===== config.mk =====
export PLATFORM = sky130hd
export DESIGN_NAME = i2c_reg_sequencer
export DESIGN_NICKNAME = d
export VERILOG_FILES = /design/src/rtl/i2c_seq_pkg.sv /design/src/rtl/i2c_seq_buffer.sv /design/src/rtl/i2c_reg_sequencer.sv
export SDC_FILE = /design/constraint.sdc
export NUM_CORES = 1
export LEC_CHECK = 0
export ABC_AREA = 1
export CORE_MARGIN = 5
export CORE_UTILIZATION = 50
export DETAILED_ROUTE_END_ITERATION = 10
export HOLD_SLACK_MARGIN = 0.12
export PLACE_DENSITY_LB_ADDON = 0.2
export RECOVER_POWER = 100
export SYNTH_ARGS = -nofsm -noshare
export SYNTH_HDL_FRONTEND = slang
export SYNTH_SLANG_ARGS = --single-unit

===== constraint.sdc =====
create_clock -name clk -period 14.9 [get_ports clk]
set_input_delay 2.98 -clock clk [delete_from_list [all_inputs] [get_ports clk]]
set_output_delay 2.98 -clock clk [all_outputs]
set_load 0.02 [all_outputs]

===== src/rtl/i2c_seq_pkg.sv =====
`default_nettype none
// ============================================================================
// i2c_seq_pkg : shared types and defaults for the I2C register sequencer (rev 1.0)
// ============================================================================
package i2c_seq_pkg;

  typedef enum logic [3:0] {
    S_IDLE       = 4'd0,
    S_WAIT_READY = 4'd1,
    S_ADDR_W     = 4'd2,
    S_REG        = 4'd3,
    S_DATA_W     = 4'd4,
    S_ADDR_R     = 4'd5,
    S_DATA_R     = 4'd6,
    S_DONE       = 4'd7,
    S_ERR        = 4'd8
  } state_e;

  // R/W bit appended to the 7-bit device address
  localparam logic I2C_WRITE = 1'b0;
  localparam logic I2C_READ  = 1'b1;

  localparam logic [6:0]  DEF_DEV_ADDR  = 7'h77;
  localparam int          DEF_MAX_BYTES = 22;
  localparam logic [15:0] DEF_TIMEOUT   = 16'hFFFF;

endpackage
`default_nettype wire


===== src/rtl/i2c_seq_buffer.sv =====
`default_nettype none
// ============================================================================
// i2c_seq_buffer : DEPTH x 8 register file, async clear, 1 write / 2 read ports (rev 1.0)
// ============================================================================
module i2c_seq_buffer
  import i2c_seq_pkg::*;
#(
  parameter int DEPTH = DEF_MAX_BYTES,
  parameter int AW    = $clog2(DEPTH + 1)
) (
  input  logic          clk,
  input  logic          reset,
  input  logic          we_i,
  input  logic [AW-1:0] waddr_i,
  input  logic [7:0]    wdata_i,
  input  logic [AW-1:0] raddr_a_i,
  output logic [7:0]    rdata_a_o,
  input  logic [AW-1:0] raddr_b_i,
  output logic [7:0]    rdata_b_o
);

  logic [7:0] mem_q [DEPTH];

  for (genvar g = 0; g < DEPTH; g++) begin : g_mem
    always_ff @(posedge clk or posedge reset) begin
      if (reset) begin
        mem_q[g] <= 8'h00;
      end else if (we_i && (waddr_i == AW'(g))) begin
        mem_q[g] <= wdata_i;
      end
    end
  end

  // Address decode by comparison so out-of-range addresses read back as 0
  always_comb begin
    rdata_a_o = 8'h00;
    rdata_b_o = 8'h00;
    for (int i = 0; i < DEPTH; i++) begin
      if (raddr_a_i == AW'(i)) rdata_a_o = mem_q[i];
      if (raddr_b_i == AW'(i)) rdata_b_o = mem_q[i];
    end
  end

endmodule
`default_nettype wire


===== src/rtl/i2c_reg_sequencer.sv =====
`default_nettype none
// ============================================================================
// i2c_reg_sequencer : register read/write burst sequencer for a byte-level I2C master (rev 1.0)
// ============================================================================
module i2c_reg_sequencer
  import i2c_seq_pkg::*;
#(
  parameter logic [6:0]  DEV_ADDR  = DEF_DEV_ADDR,
  parameter int          MAX_BYTES = DEF_MAX_BYTES,
  parameter logic [15:0] TIMEOUT   = DEF_TIMEOUT,
  parameter int          LEN_W     = $clog2(MAX_BYTES + 1)
) (
  input  logic             clk,
  input  logic             reset,
  input  logic             cmd_valid,
  output logic             cmd_ready,
  input  logic             cmd_write,
  input  logic [7:0]       cmd_reg,
  input  logic [LEN_W-1:0] cmd_len,
  input  logic             buf_wr_en,
  input  logic [LEN_W-1:0] buf_wr_addr,
  input  logic [7:0]       buf_wr_data,
  input  logic [LEN_W-1:0] buf_rd_addr,
  output logic [7:0]       buf_rd_data,
  output logic             done,
  output logic             error,
  input  logic             isReady,
  output logic             start,
  output logic             send,
  output logic [7:0]       datasend,
  input  logic             sended,
  output logic             receive,
  output logic             last,
  input  logic [7:0]       datareceive,
  input  logic             received
);

  state_e            state_q, state_d;
  logic              write_q;
  logic [7:0]        reg_q;
  logic [LEN_W-1:0]  len_q;
  logic [LEN_W-1:0]  idx_q, idx_d;
  logic [15:0]       timer_q, timer_d;

  logic              w_accept;
  logic              w_reject;
  logic              w_last_idx;
  logic              w_timeout;
  logic              w_hs;
  logic              w_phase;
  logic              w_fsm_we;
  logic              w_buf_we;
  logic [LEN_W-1:0]  w_buf_waddr;
  logic [7:0]        w_buf_wdata;
  logic [7:0]        w_buf_idx_data;

  assign w_accept   = (state_q == S_IDLE) && cmd_valid;
  assign w_reject   = (len_q > LEN_W'(MAX_BYTES)) || (!write_q && (len_q == '0));
  assign w_last_idx = (idx_q == (len_q - LEN_W'(1)));
  assign w_timeout  = (timer_q == (TIMEOUT - 16'd1));

  always_ff @(posedge clk or posedge reset) begin
    if (reset) begin
      state_q <= S_IDLE;
      write_q <= 1'b0;
      reg_q   <= 8'h00;
      len_q   <= '0;
      idx_q   <= '0;
      timer_q <= 16'd0;
    end else begin
      state_q <= state_d;
      idx_q   <= idx_d;
      timer_q <= timer_d;
      if (w_accept) begin
        write_q <= cmd_write;
        reg_q   <= cmd_reg;
        len_q   <= cmd_len;
      end
    end
  end

  always_comb begin
    state_d   = state_q;
    idx_d     = idx_q;
    timer_d   = timer_q;
    cmd_ready = 1'b0;
    done      = 1'b0;
    error     = 1'b0;
    start     = 1'b0;
    send      = 1'b0;
    receive   = 1'b0;
    last      = 1'b0;
    datasend  = 8'h00;
    w_hs      = 1'b0;
    w_phase   = 1'b0;
    w_fsm_we  = 1'b0;

    case (state_q)
      S_IDLE: begin
        cmd_ready = 1'b1;
        if (cmd_valid) begin
          state_d = S_WAIT_READY;
          idx_d   = '0;
          w_hs    = 1'b1;
        end
      end
      S_WAIT_READY: begin
        // Bad commands are bounced from here so the host sees a uniform latency
        if (w_reject) begin
          state_d = S_ERR;
        end else begin
          w_phase = 1'b1;
          if (isReady) begin
            state_d = S_ADDR_W;
            w_hs    = 1'b1;
          end
        end
      end
      S_ADDR_W: begin
        w_phase  = 1'b1;
        start    = 1'b1;
        send     = 1'b1;
        datasend = {DEV_ADDR, I2C_WRITE};
        if (sended) begin
          state_d = S_REG;
          w_hs    = 1'b1;
        end
      end
      S_REG: begin
        w_phase  = 1'b1;
        send     = 1'b1;
        datasend = reg_q;
        last     = write_q && (len_q == '0);
        if (sended) begin
          w_hs = 1'b1;
          if (!write_q)            state_d = S_ADDR_R;
          else if (len_q == '0)    state_d = S_DONE;
          else                     state_d = S_DATA_W;
        end
      end
      S_DATA_W: begin
        w_phase  = 1'b1;
        send     = 1'b1;
        datasend = w_buf_idx_data;
        last     = w_last_idx;
        if (sended) begin
          w_hs  = 1'b1;
          idx_d = idx_q + LEN_W'(1);
          if (w_last_idx) state_d = S_DONE;
        end
      end
      S_ADDR_R: begin
        w_phase  = 1'b1;
        start    = 1'b1;
        send     = 1'b1;
        datasend = {DEV_ADDR, I2C_READ};
        if (sended) begin
          state_d = S_DATA_R;
          w_hs    = 1'b1;
        end
      end
      S_DATA_R: begin
        w_phase = 1'b1;
        receive = 1'b1;
        last    = w_last_idx;
        if (received) begin
          w_hs     = 1'b1;
          w_fsm_we = 1'b1;
          idx_d    = idx_q + LEN_W'(1);
          if (w_last_idx) state_d = S_DONE;
        end
      end
      S_DONE: begin
        done    = 1'b1;
        state_d = S_IDLE;
      end
      S_ERR: begin
        error   = 1'b1;
        state_d = S_IDLE;
      end
      default: state_d = S_IDLE;
    endcase

    // Any handshake restarts the watchdog; otherwise it counts while a phase waits
    if (w_hs) begin
      timer_d = 16'd0;
    end else if (w_phase) begin
      if (w_timeout) state_d = S_ERR;
      else           timer_d = timer_q + 16'd1;
    end
  end

  assign w_buf_we    = w_fsm_we || ((state_q == S_IDLE) && buf_wr_en);
  assign w_buf_waddr = w_fsm_we ? idx_q : buf_wr_addr;
  assign w_buf_wdata = w_fsm_we ? datareceive : buf_wr_data;

  i2c_seq_buffer #(
    .DEPTH (MAX_BYTES),
    .AW    (LEN_W)
  ) u_buffer (
    .clk       (clk),
    .reset     (reset),
    .we_i      (w_buf_we),
    .waddr_i   (w_buf_waddr),
    .wdata_i   (w_buf_wdata),
    .raddr_a_i (buf_rd_addr),
    .rdata_a_o (buf_rd_data),
    .raddr_b_i (idx_q),
    .rdata_b_o (w_buf_idx_data)
  );

endmodule
`default_nettype wire


; Yosys cells after proc, flatten, opt, wreduce, memory -nomap -nowiden
; Cells that the tools add are included.
[totals]
elab_cells = 236
output_inout_bits = 23
reg_bits = 215
[op_classes]
n_lt_le_gt_ge = 1
n_mux = 85
addsub = 3
eq_ne = 77
reduce_logical = 42
[ops]
columns = op, count
row1 = $mux 8, 45
row2 = $eq 5x4->1 const B, 24
row3 = $eq 5x5->1 const B, 18
row4 = $eq 5x3->1 const B, 12
row5 = $mux 16, 3
row6 = $mux 4, 12
row7 = $pmux 8 s4, 1
row8 = $eq 5x2->1 const B, 6
row9 = $pmux 4 s7, 1
row10 = $logic_and 1x1->1, 26
row11 = $logic_not 5->1, 4
row12 = $mux 5, 4
row13 = $add 16x1->16 const B, 1
row14 = $eq 16x16->1 const B, 1
row15 = $eq 4x3->1 const B, 4
row16 = $eq 5x1->1 const B, 3
row17 = $pmux 5 s3, 1
row18 = $mux 1, 13
row19 = $eq 4x2->1 const B, 2
row20 = $ne 2x2->1 const B, 3
row21 = $add 5x1->5 const B, 1
row22 = $eq 5x5->1, 1
row23 = $gt 5x5->1 const B, 1
row24 = $reduce_or 5->1, 1
row25 = 16 further kinds, 20

; Logic depth before layout (Yosys ltp)
[depth]
word_depth = 24
depth_mapped = 30
depth_no_buf = 30

; By module
; A second synthesis with hierarchy kept.
[unflattened]
cells_unflattened = 1763
hier_area_um2 = 12389.4
[by_module_without_submodules]
columns = mod, cells_each, area_per_inst_um2, instances, seq_area_each_um2
row1 = i2c_seq_buffer, 1371, 9599.2, 1, 4404.2
row2 = i2c_reg_sequencer, 392, 2790.2, 1, 975.9

; Worst setup path after synthesis
; No wires, ideal clock.
[synth_timing]
kind = input to output
start = in buf_rd_addr[1]
end = out buf_rd_data[0]
slack_ns = 7.205
t_arrival_ns = 4.715
path_stages = 15
t_required_ns = 11.920
cell_sequence = inv_1 -> nor2_1 -> nand2_1 -> nor2_1 -> inv_1 -> nor2_1 -> o211ai_1 -> o22ai_1 -> nand4_1 -> mux2i_1 -> nand4_1 -> nor2_1 -> nand4_1 -> a21oi_1 -> nand4_1
[synth_between]
elab_chain_len = 23
elab_cells_between_ends = 44
cone_classes = eq/ne: 21 / mux: 22 / reduce/logical: 1
[synth_lines]
columns = item, line
row1 = start: declaration, i2c_reg_sequencer.sv:23  ; input logic [LEN_W-1:0] buf_rd_addr,
row2 = $logic_not 5->1, i2c_seq_buffer.sv:39  ; if (raddr_a_i == AW'(i)) rdata_a_o = mem_q[i];
row3 = $mux 8 (21 in series), i2c_seq_buffer.sv:39
row4 = $mux 8 *, i2c_seq_buffer.sv:39
row5 = end: declaration, i2c_reg_sequencer.sv:24  ; output logic [7:0] buf_rd_data,
; Mark *: on every way between the ends. The rest lies on a longest branch, timed or not.

==> impl_metrics.toml <==
[run_status]
outcome = "finished, violations left"
violations = "max-capacitance violations, max-slew violations"

[timing]
setup_repair_after_global_routing_missed_its_margin = "false"
fin_crit_sh_pct = 68.8
clock_skew_ps = 9.85
final.setup.tns_ps = 0
finalHoldViolCount = 0
finalWorstPathRequiredPeriod_ps = 10250
fmaxAchievable_ghz = 0.0975
setup-violations-final = 0
worst_slew_margin_rel_pct = -326
worst_pin_slew_ps = 6350
maxSlewViolCount = 236

[logic_synthesis]
ys_ff_latch = 215
synth_nets = 1813
syn_inst = 1756
syn-mean-instance-area_um2 = 7.14
warnings_synthesis = 0
synth_edf_count = 0
syn-cell-area_um2 = 12500
share_of_synthesized_area_occupied_by_flip_flops_and_latches_pct = 42.9
leading_register_cell_type_out_of_synthesis = "dfrtp_1"
post_synth_arst_share_pct = 100
synth_cell_type_count = 52

[global_routing]
global_route.peak_usage_layer = "met2"
first_global_vias = 11200
use_met2_pct = 43.3
grt_use_met1_pct = 38.0
maximum_number_of_pins_on_one_net_before_global_route_repair = 147
grt.met3_usage_pct = 3.66
grt_first_pass_wirelength_um = 61300
globalRoute.totalOverflow = 0
grt.total_usage_pct = 26.9
grt_antenna_before_repair = 0

[cells_and_area]
fillerInstances = 2493
mostFrequentLayoutCells = "nand2_1 (640), o21ai_0 (224), dfrtp_1 (215)"
nNetsFinal = 1862
share_of_post_route_cells_with_drive_strength_above_1_pct = 5.82
antennaDiodeCount = 0
area_added_between_synthesis_and_finish_pct = 12.3
most_common_library_cell_in_the_layout_ignoring_fill_and_taps = "nand2_1"
final_cell_count_no_fill = 2152

[clocking]
hold_buffers = 0
clock_sinks = 215
clock_tree.root_cell = "clkbuf_16"
cts_tree = "built"
insertion_delay_ps = 530
cts_htree_levels = 1
tritoncts_buffers = 25
cts-root-to-sink-buffers = 3
post_cts.repair.setup_buffers = 0
postCtsResizedCells = 0
path_clk_slew_ps = 60

[floorplan]
floorplan.initialDensity_pct = 50.2
placementRows = 58
dieHeight_um = 168
io-pin-count = 70
dieArea_um2 = 28300
fp.coreArea_um2 = 25000
fp.dieW_um = 168

[min_path]
min_from = "timer_q[7]"
hold_path_class = "register to register"

[power_and_ir_drop]
power.share.sequential_pct = 43.2
cellPowerDensity_nw_per_um2 = 176
power_leakage_nw = 6.68
power.clock.fraction_pct = 24.6
internal_power_consumption_w = 0.00147
p_sw_w = 0.00100
power.switching_fraction_pct = 40.4
combinationalPowerShare_pct = 32.2
power.ir.vdd_worst_mv = 0.128

[route]
antenna_left = 0
drc_violations = 0
avgViaCountPerCell = 5.48
dr.pass1.iters = 7
vias = 11800
routed_wl_um = 38500
wire_per_inst_um = 17.9
drt_iter0_drc = 1051

[critical_path]
cp-start-kind = "input pin"
timing.setup.critical_path_class = "input pin to async pin"
worstPathRequired_ps = 14670
reg2reg_from = "state_q[1]"
worstSetupEndpointType = "async pin"
crit_start = "reset"
cp.arrival_ps = 10020
critical_path_maximum_fanout = 146

[placed_design]
detailedPlacementHpwl_um = 28000
placement.io_buffers = 69
placed_cells = 2108
routabilityCongestion = 0.962

[run]
drv.max_cap_violation_count = 3
## per-layer routing
metal | wire length [um] | share of wire (%)
met1 | 17200 | 45
met2 | 17700 | 46
met3 | 2310 | 6.0
met4 | 1320 | 3.4
met5 | 0 | 0
## path summary, 6_finish.rpt
| kind | endpoint | slack [ps] | cells after the start |
|---|---|---|---|
| max | u_buffer.mem_q[63] | 4650 | 3 |
| min | timer_q[7] | 470 | 1 |
| max reg2reg | u_buffer.mem_q[126] | 8750 | 12 |
| min reg2reg | timer_q[7] | 470 | 1 |
| max in group clk | buf_rd_data[2] | 5340 | 17 |
| min in group asynchronous | timer_q[5] | 4900 | 2 |
## Yosys cell counts, types with 11 or more instances
cell type	n	share of area, %
mux2i_1	11	0.88
nand3_1	81	3.2
nand2_1	625	19
o21ai_0	95	3.8
or2_2	18	0.90
o21ai_1	151	6.0
nand4_1	39	1.9
inv_2	17	0.51
nand2_2	17	0.85
dfrtp_1	215	43
buf_2	27	1.1
o21ai_2	11	0.77
nor2_1	95	2.8
inv_1	179	5.4
a21oi_1	33	1.3
clkbuf_1	24	0.72
nor2_2	11	0.55
## sequential cells by signal, summed over array words and instances, names as in the netlist
signal,flops
u_buffer.mem_q,176
idx_q,5
len_q,5
reg_q,8
state_q,4
write_q,1
timer_q,16
## power by group through the flow
stage / registers (W) / clock network, W / logic (W)
floorplan: 0.000967 / 0 / 0.000599
global placement: 0.00107 / 0 / 0.000822
detailed placement: 0.00107 / 0 / 0.000840
CTS: 0.00106 / 0.000619 / 0.000845
global route: 0.00109 / 0.000643 / 0.000910
finish: 0.00107 / 0.000609 / 0.000796
## cell type report
| class | instances | area, um2 | area share, % |
|---|---|---|---|
| clock inverter | 11 | 115 | 0.818 |
| tap | 330 | 413 | 2.93 |
| sequential | 215 | 5380 | 38.2 |
| clock buffer | 33 | 696 | 4.94 |
| multi-input combinational | 1286 | 5970 | 42.4 |
| inverter | 198 | 746 | 5.30 |
| timing repair buffer | 79 | 758 | 5.39 |
## cells by family (layout without fill, tap and decap cells)
kind of cell,count (synthesis),after routing,synth area share (%)
simple gates,925,925,31.9
buf+inv,255,321,8.17
flops,215,215,42.9
mux,11,11,0.878
xor+xnor,9,9,0.629
compound gates,331,331,14.5
fa+ha+maj,10,10,0.998
## critical path: stages
cell           delay, ps
dlygate4sd3_1        550
clkinvlp_2          3510
clkbuf_1            2850
## per-stage QoR
stage               setup WS [ps]  hold WS, ps  area [um2]  power [W]  util [%]
floorplan                    6040          433       12500    0.00157         -
global placement             5600          454       13500    0.00189      54.0
detailed placement           5510          456       13500    0.00191      54.0
CTS                          5500          466       14300    0.00253      57.2
global route                 2940          491       14100    0.00265      56.4
finish                       4650          469       14100    0.00247      56.4
Power figures use the tool's default switching activity.
